**src/rtl/cache_fill_ctrl.sv**
```systemverilog
// Cache-miss block-fill controller: issues pipelined word reads for a whole block,
// streams returns into the data array, forwards the critical word, then writes the tag.
module cache_fill_ctrl #(
    parameter int ADDR_W = 16,
    parameter int DATA_W = 16,
    parameter int WORDS  = 8
) (
    input  logic                       clk,
    input  logic                       rst,
    input  logic                       miss_detected,
    input  logic [ADDR_W-1:0]          miss_address,
    input  logic [DATA_W-1:0]          memory_data,
    input  logic                       memory_data_valid,
    output logic                       fsm_busy,
    output logic                       memory_rd,
    output logic [ADDR_W-1:0]          memory_address,
    output logic                       write_data_array,
    output logic [$clog2(WORDS)-1:0]   write_word_idx,
    output logic [DATA_W-1:0]          write_data,
    output logic                       write_tag_array,
    output logic [DATA_W-1:0]          miss_data,
    output logic                       miss_data_valid
);

    localparam int BYTES  = DATA_W / 8;
    localparam int IDX_W  = $clog2(WORDS);
    localparam int OFF_W  = $clog2(WORDS * BYTES);
    localparam int BOFF_W = $clog2(BYTES);
    localparam int CNT_W  = IDX_W + 1;

    localparam logic [ADDR_W-1:0] OFF_MASK = ADDR_W'((1 << OFF_W) - 1);

    localparam logic [1:0] S_IDLE  = 2'd0;
    localparam logic [1:0] S_ISSUE = 2'd1;
    localparam logic [1:0] S_DRAIN = 2'd2;
    localparam logic [1:0] S_DONE  = 2'd3;

    logic [1:0]        state;
    logic [ADDR_W-1:0] base;
    logic [IDX_W-1:0]  crit_idx;
    logic [CNT_W-1:0]  issue_cnt;
    logic [CNT_W-1:0]  ret_cnt;
    logic              ret_accept;
    logic              last_ret;

    // Returns only count while a fill is outstanding and the block is not yet full.
    assign ret_accept = ((state == S_ISSUE) || (state == S_DRAIN)) && memory_data_valid
                        && (ret_cnt < CNT_W'(WORDS));
    assign last_ret   = ret_accept && (ret_cnt == CNT_W'(WORDS - 1));

    assign fsm_busy         = (state != S_IDLE);
    assign memory_rd        = (state == S_ISSUE);
    assign write_data_array = ret_accept;
    assign write_word_idx   = ret_cnt[IDX_W-1:0];
    assign write_data       = memory_data;
    assign write_tag_array  = (state == S_DONE);

    always_comb begin
        memory_address = '0;
        if (state == S_ISSUE) begin
            memory_address = base + (ADDR_W'(issue_cnt) << BOFF_W);
        end
    end

    always_ff @(posedge clk) begin
        if (rst) begin
            state           <= S_IDLE;
            base            <= '0;
            crit_idx        <= '0;
            issue_cnt       <= '0;
            ret_cnt         <= '0;
            miss_data       <= '0;
            miss_data_valid <= 1'b0;
        end else begin
            miss_data_valid <= 1'b0;
            case (state)
                S_IDLE: begin
                    if (miss_detected) begin
                        base      <= miss_address & ~OFF_MASK;
                        crit_idx  <= miss_address[OFF_W-1:BOFF_W];
                        issue_cnt <= '0;
                        ret_cnt   <= '0;
                        state     <= S_ISSUE;
                    end
                end
                S_ISSUE: begin
                    issue_cnt <= issue_cnt + 1'b1;
                    // The final return can land in the last issue cycle only with zero latency.
                    if (issue_cnt == CNT_W'(WORDS - 1)) begin
                        state <= last_ret ? S_DONE : S_DRAIN;
                    end
                end
                S_DRAIN: begin
                    if (last_ret) begin
                        state <= S_DONE;
                    end
                end
                S_DONE: begin
                    state <= S_IDLE;
                end
                default: begin
                    state <= S_IDLE;
                end
            endcase
            if (ret_accept) begin
                ret_cnt <= ret_cnt + 1'b1;
                if (ret_cnt[IDX_W-1:0] == crit_idx) begin
                    miss_data       <= memory_data;
                    miss_data_valid <= 1'b1;
                end
            end
        end
    end

endmodule

```
**config.mk**
```make
export PLATFORM = sky130hd
export DESIGN_NAME = cache_fill_ctrl
export DESIGN_NICKNAME = d
export VERILOG_FILES = /design/src/rtl/cache_fill_ctrl.sv
export SDC_FILE = /design/constraint.sdc
export NUM_CORES = 1
export LEC_CHECK = 0
export CAP_MARGIN = 20
export CORE_ASPECT_RATIO = 1.25
export CORE_MARGIN = 1
export CORE_UTILIZATION = 46
export DETAILED_ROUTE_END_ITERATION = 16
export HOLD_SLACK_MARGIN = 0.06
export PLACE_DENSITY = 0.85
export SLEW_MARGIN = 5
export SYNTH_ARGS = -nofsm -noshare
export SYNTH_HDL_FRONTEND = slang
export SYNTH_SLANG_ARGS = --single-unit
```
**constraint.sdc**
```tcl
create_clock -name clk -period 3.6 [get_ports clk]
set_input_delay 0.72 -clock clk [delete_from_list [all_inputs] [get_ports clk]]
set_output_delay 0.72 -clock clk [all_outputs]
set_load 0.05 [all_outputs]
```
==> impl_metrics.ini, run 1 <==
[synth]
synth_top_area_cell = dfxtp_1
ys.flop_type = dfxtp_1
ys_top_cells_by_area = dfxtp_1, mux2i_1, buf_4
synth_most_common_cell = dfxtp_1
synth_area_mm2 = 0.002202
synth.avg_cell_area_um2 = 8.437
synthesis.nets = 306
synthArstFlopShare = 0
yosysSeqAreaShare = 0.3818
ys_top_cells_by_count = dfxtp_1, nand2_1, a21oi_1, nor2_1, buf_4
synthCells = 261
synthDominantCellAreaShare = 0.3818
yosysUniqueCellTypes = 38
yosys_warnings = 0
synth_edf_count = 0
ys_ff_latch = 42

[worst_setup_path]
worstPathArrival_ns = 2.68
cp-end-kind = output port
start_kind = register
cpMostUsedCell = ha_1
crit_buf_inv = 1
crit_family = buffers and inverters
worstPathMaxFanout = 5
cp_cell_sequence = ha_1 -> ha_1 -> nand3_1 -> nor4_1 -> xor2_1 -> and2_1 -> clkdlybuf4s50_1
max_stage_delay_ns = 0.80
crit_slowest_cell = clkdlybuf4s50_1
critical_path_required_ns = 2.88
critPathKind = reg -> out

[die]
io_pins = 92
core_area_mm2 = 0.004493
core.rowCount = 27
fp.dieH_um = 79.36
start_util = 0.4901
die_w_um = 63.89
design.die.area_mm2 = 0.005070

[global_routing]
grt.total_usage = 0.2002
grt_pass1_vias = 1887
grt_max_degree = 26
antenna_found_initial = 0
grt_pass1_wl_mm = 7.955
overflow = 0

[sta]
slew_viol_final = 0
tightest_slew_ns = 0.6991
hold_viol = 0
hold_slack_ns = 0.4599
setup_viol = 0
post-route-min-period_ns = 3.401
fin_skew_ns = 0.005031
fmax_ghz = 0.2941
rsz0062_at_grt = no
finalSetupTns_ns = 0
max_slew_margin = 0.5325
fin_crit_sh = 0.9447

[clock_network]
clk_path_buf_depth = 2
cts_tree = built
cts_buffers = 5
cts_htree_levels = 2
cts_resized = 0
cts_hold_buf = 0
cts_setup_buffers = 0
path_clk_slew_ns = 0.08
cts_sinks = 42
cts_root_buffer = clkbuf_8
clock_latency_ns = 0.29

[power]
p_leak_nw = 1.189
powerDensity_mw_per_mm2 = 605.8
peakVddDrop_mv = 0.3785

[placement]
dpl.cell_count = 378
dpl_cell_area_mm2 = 0.002969
hpwl_mm = 3.521
gp_congestion = 0.8238
port_buffers = 89

[route]
firstDrtPassIters = 5
ant_nets = 0
wl_per_cell_um = 12.51
drt-initial-drc-count = 91
avgViaCountPerCell = 5.005
drc = 0
vias = 1927
routed_wl_mm = 4.816

[final_layout]
final_nets = 372
diodes = 0
fin_util = 0.6859
design_area_mm2 = 0.003082
drive_above_1_share = 0.04587
multi_input_area_mm2 = 0.001127
regArea_um2 = 840.8
area_growth_pct = 39.94
finalNonFillerCells = 385
n_fill_cell = 365

[job]
cap_violations = 0

[outcome]
status = finished, final reports clean

[worst_hold_path]
hold_class = reg -> reg
-- metal layers --
metal,track usage,share of wire,up-vias
met3,0.04741,0.060,8
met5,0,0,-
met2,0.3606,0.48,67
met4,0.08182,0.016,0
li1,-,-,987
met1,0.2225,0.44,865
-- path summary, 6_finish.rpt --
| path | slack (ns) | cells past startpoint | start | end |
|---|---|---|---|---|
| min reg2reg | 0.46 | 2 | ret_cnt[3] | ret_cnt[3] |
| min | 0.46 | 2 | ret_cnt[3] | ret_cnt[3] |
| max reg2reg | 1.53 | 7 | state[1] | miss_data[5] |
| max | 0.20 | 7 | issue_cnt[3] | memory_address[14] |
-- metrics by stage --
| step | setup WS, ns | power [mW] |
|---|---|---|
| 3_3_place_gp | 0.5180 | 1.484 |
| 4_1_cts | 0.1770 | 1.882 |
| 5_1_grt | 0.03285 | 1.972 |
| 3_5_place_dp | 0.5046 | 1.501 |
| 6_report | 0.1992 | 1.867 |
| 2_1_floorplan | 0.4705 | 1.269 |
-- tightest hold or removal path, cell delays in order, from the launching register on --
cell and delay (ns):
dfxtp_1 0.32, nand2_1 0.05, a21oi_1 0.05
-- logic make-up (layout without fill, tap and decap cells) --
kind of cell               Yosys count  in the layout  synth area share
DFF                                 42             42            0.3818
adders and majority gates            9              9           0.05114
other                                1              1          0.001703
xor gates and xnor gates            11             11           0.04716
buffers and inverters               38            104            0.1102
and+or+nand+nor                    106            106            0.2364
AOI/OAI and AO/OA                   38             38           0.09887
muxes                               16             16           0.07273
-- report_power, final --
part	leakage (nW)	switching, mW	internal, mW
Clock	0.0573	0.153	0.222
Sequential	0.342	0.0651	0.544
Combinational	0.790	0.567	0.316
-- cell type report --
class,instances,area share
Clock inverter,1,0.009744
Clock buffer,6,0.02680
Inverter,6,0.007308
Sequential cell,42,0.2728
Tap cell,58,0.02355
Multi-Input combinational cell,181,0.3658
Timing Repair Buffer,91,0.2940
-- cells in the final DEF, fill, tap and decap left out, types with 2 or more instances in the layout --
master / n
clkdlybuf4s50_1: 89
dfxtp_1: 42
nand2_1: 40
a21oi_1: 24
nor2_1: 23
and2_1: 16
mux2i_1: 16
ha_1: 9
xor2_1: 7
inv_1: 6
nand3_1: 6
o21ai_0: 6
clkbuf_8: 6
nand4_1: 4
nor4_1: 3
xnor2_1: 3
nand3b_1: 3
nand2b_1: 3
nor3_1: 2
a21boi_0: 2
buf_4: 2
-- flip-flops by register name, indices dropped and copies added, names as in the netlist --
signal	cells
miss_data_valid	1
issue_cnt	4
base	12
ret_cnt	4
crit_idx	3
state	2
miss_data	16
Power figures use the tool's default switching activity.
==> run 2, diff against run 1 <==
MAX_ROUTING_LAYER = met4   (was not set)
SKIP_LAST_GASP = 1   (was not set)
==> run 2 against run 1 <==
  * First-iteration DRC count is 1.1% lower
  * Clock skew is 0.00074 ns lower
  * Global-route usage rose by 0.64 points
  * Hold slack is essentially flat
  * Setup slack better by 0.0023 ns
  * Clock-buffer cell count unchanged
  * Routed wire length is 0.19% higher
  * Via count rose by 0.21%
  * Fmax hardly changed
  * Critical path type unchanged
==> impl_metrics.ini, run 2 (synthesis results as in run 1) <==
[outcome]
status = finished, final reports clean

[sta]
finalSetupTns_ns = 0
fin_skew_ns = 0.004290
setup_viol = 0
fin_crit_sh = 0.9440
hold_viol = 0
rsz0062_at_grt = no
post-route-min-period_ns = 3.398
fmax_ghz = 0.2943
tightest_slew_ns = 0.6983
max_slew_margin = 0.5330
hold_slack_ns = 0.4599
finalWorstSetupSlack_ns = 0.2016
slew_viol_final = 0

[clock_network]
path_clk_slew_ns = 0.08
clock_latency_ns = 0.29
cts_root_buffer = clkbuf_8
cts_buffers = 5
cts_hold_buf = 0
cts_setup_buffers = 0
clk_path_buf_depth = 2
cts_resized = 0
cts_sinks = 42
cts_htree_levels = 2
cts_tree = built

[die]
core.rowCount = 27
core_area_mm2 = 0.004493
io_pins = 92
design.die.area_mm2 = 0.005070
start_util = 0.4901
fp.dieH_um = 79.36
die_w_um = 63.89

[global_routing]
overflow = 0
grt_pass1_wl_mm = 7.955
grt_max_degree = 26
grt.total_usage = 0.2066
antenna_found_initial = 0
grt_pass1_vias = 1884

[worst_setup_path]
critical_path_required_ns = 2.88
worstPathArrival_ns = 2.68
worstPathMaxFanout = 5
start_kind = register
cp-end-kind = output port
critPathKind = reg -> out

[route]
routed_wl_mm = 4.825
drc = 0
avgViaCountPerCell = 5.016
vias = 1931
drt-initial-drc-count = 90
ant_nets = 0
wl_per_cell_um = 12.53
firstDrtPassIters = 5

[placement]
dpl_cell_area_mm2 = 0.002969
hpwl_mm = 3.521
gp_congestion = 0.8363
port_buffers = 89
pre_cts_ws_ns = 0.5046

[final_layout]
top_register = miss_data
largest_reg_flops = 16
final_nets = 372
n_fill_cell = 365
layout_common_cells = clkdlybuf4s50_1, dfxtp_1, nand2_1
drive_above_1_share = 0.04587
area_growth_pct = 39.94
reg.largest.list = miss_data x16, base x12
design_area_mm2 = 0.003082
final_common_cell = clkdlybuf4s50_1
diodes = 0
fin_util = 0.6859

[power]
peakVddDrop_mv = 0.3801
powerDensity_mw_per_mm2 = 606.0
p_leak_nw = 1.189

[worst_hold_path]
hold_class = reg -> reg

[job]
cap_violations = 0
==> run 2: critical path: stages, from the launching register on <==
cell	delay [ns]
dfxtp_1	0.39
ha_1	0.19
ha_1	0.20
nand3_1	0.14
nor4_1	0.36
xor2_1	0.18
and2_1	0.13
clkdlybuf4s50_1	0.80
==> run 2: power by group <==
| group | switching (mW) | internal, mW | total, mW | leakage, nW |
|---|---|---|---|---|
| Combinational | 0.567 | 0.316 | 0.883 | 0.790 |
| Sequential | 0.0651 | 0.544 | 0.609 | 0.342 |
| Clock | 0.154 | 0.222 | 0.376 | 0.0573 |
==> run 2: worst paths after layout <==
kind | slack [ns] | end | start | cells after the start
max | 0.20 | memory_address[14] | issue_cnt[3] | 7
min | 0.46 | ret_cnt[3] | ret_cnt[3] | 2
max reg2reg | 1.52 | miss_data[5] | state[1] | 7
min reg2reg | 0.46 | ret_cnt[3] | ret_cnt[3] | 2
==> run 2: per-layer routing <==
layer / track usage / share of wire
met5: - / 0
met4: 0.06136 / 0.012
met3: 0.05029 / 0.051
met2: 0.3606 / 0.48
met1: 0.2314 / 0.46
==> run 2: through the flow <==
stage	instances	power (mW)
after floorplan	261	1.269
after global placement	378	1.484
after detailed placement	378	1.501
after CTS	385	1.882
after global routing	385	1.975
final	385	1.868
==> run 2: layout make-up <==
cell class | instances | area, µm² | share of cell area
Clock buffer | 6 | 82.58 | 0.02680
Tap cell | 58 | 72.57 | 0.02355
Clock inverter | 1 | 30.03 | 0.009744
Timing Repair Buffer | 91 | 905.9 | 0.2940
Multi-Input combinational cell | 181 | 1127 | 0.3658
Sequential cell | 42 | 840.8 | 0.2728
Inverter | 6 | 22.52 | 0.007308
==> run 3, diff against run 2 <==
SKIP_LAST_GASP = not set   (was 1)
==> results of run 3 <==
The final DEF is identical to that of run 2; final timing and power are the same.
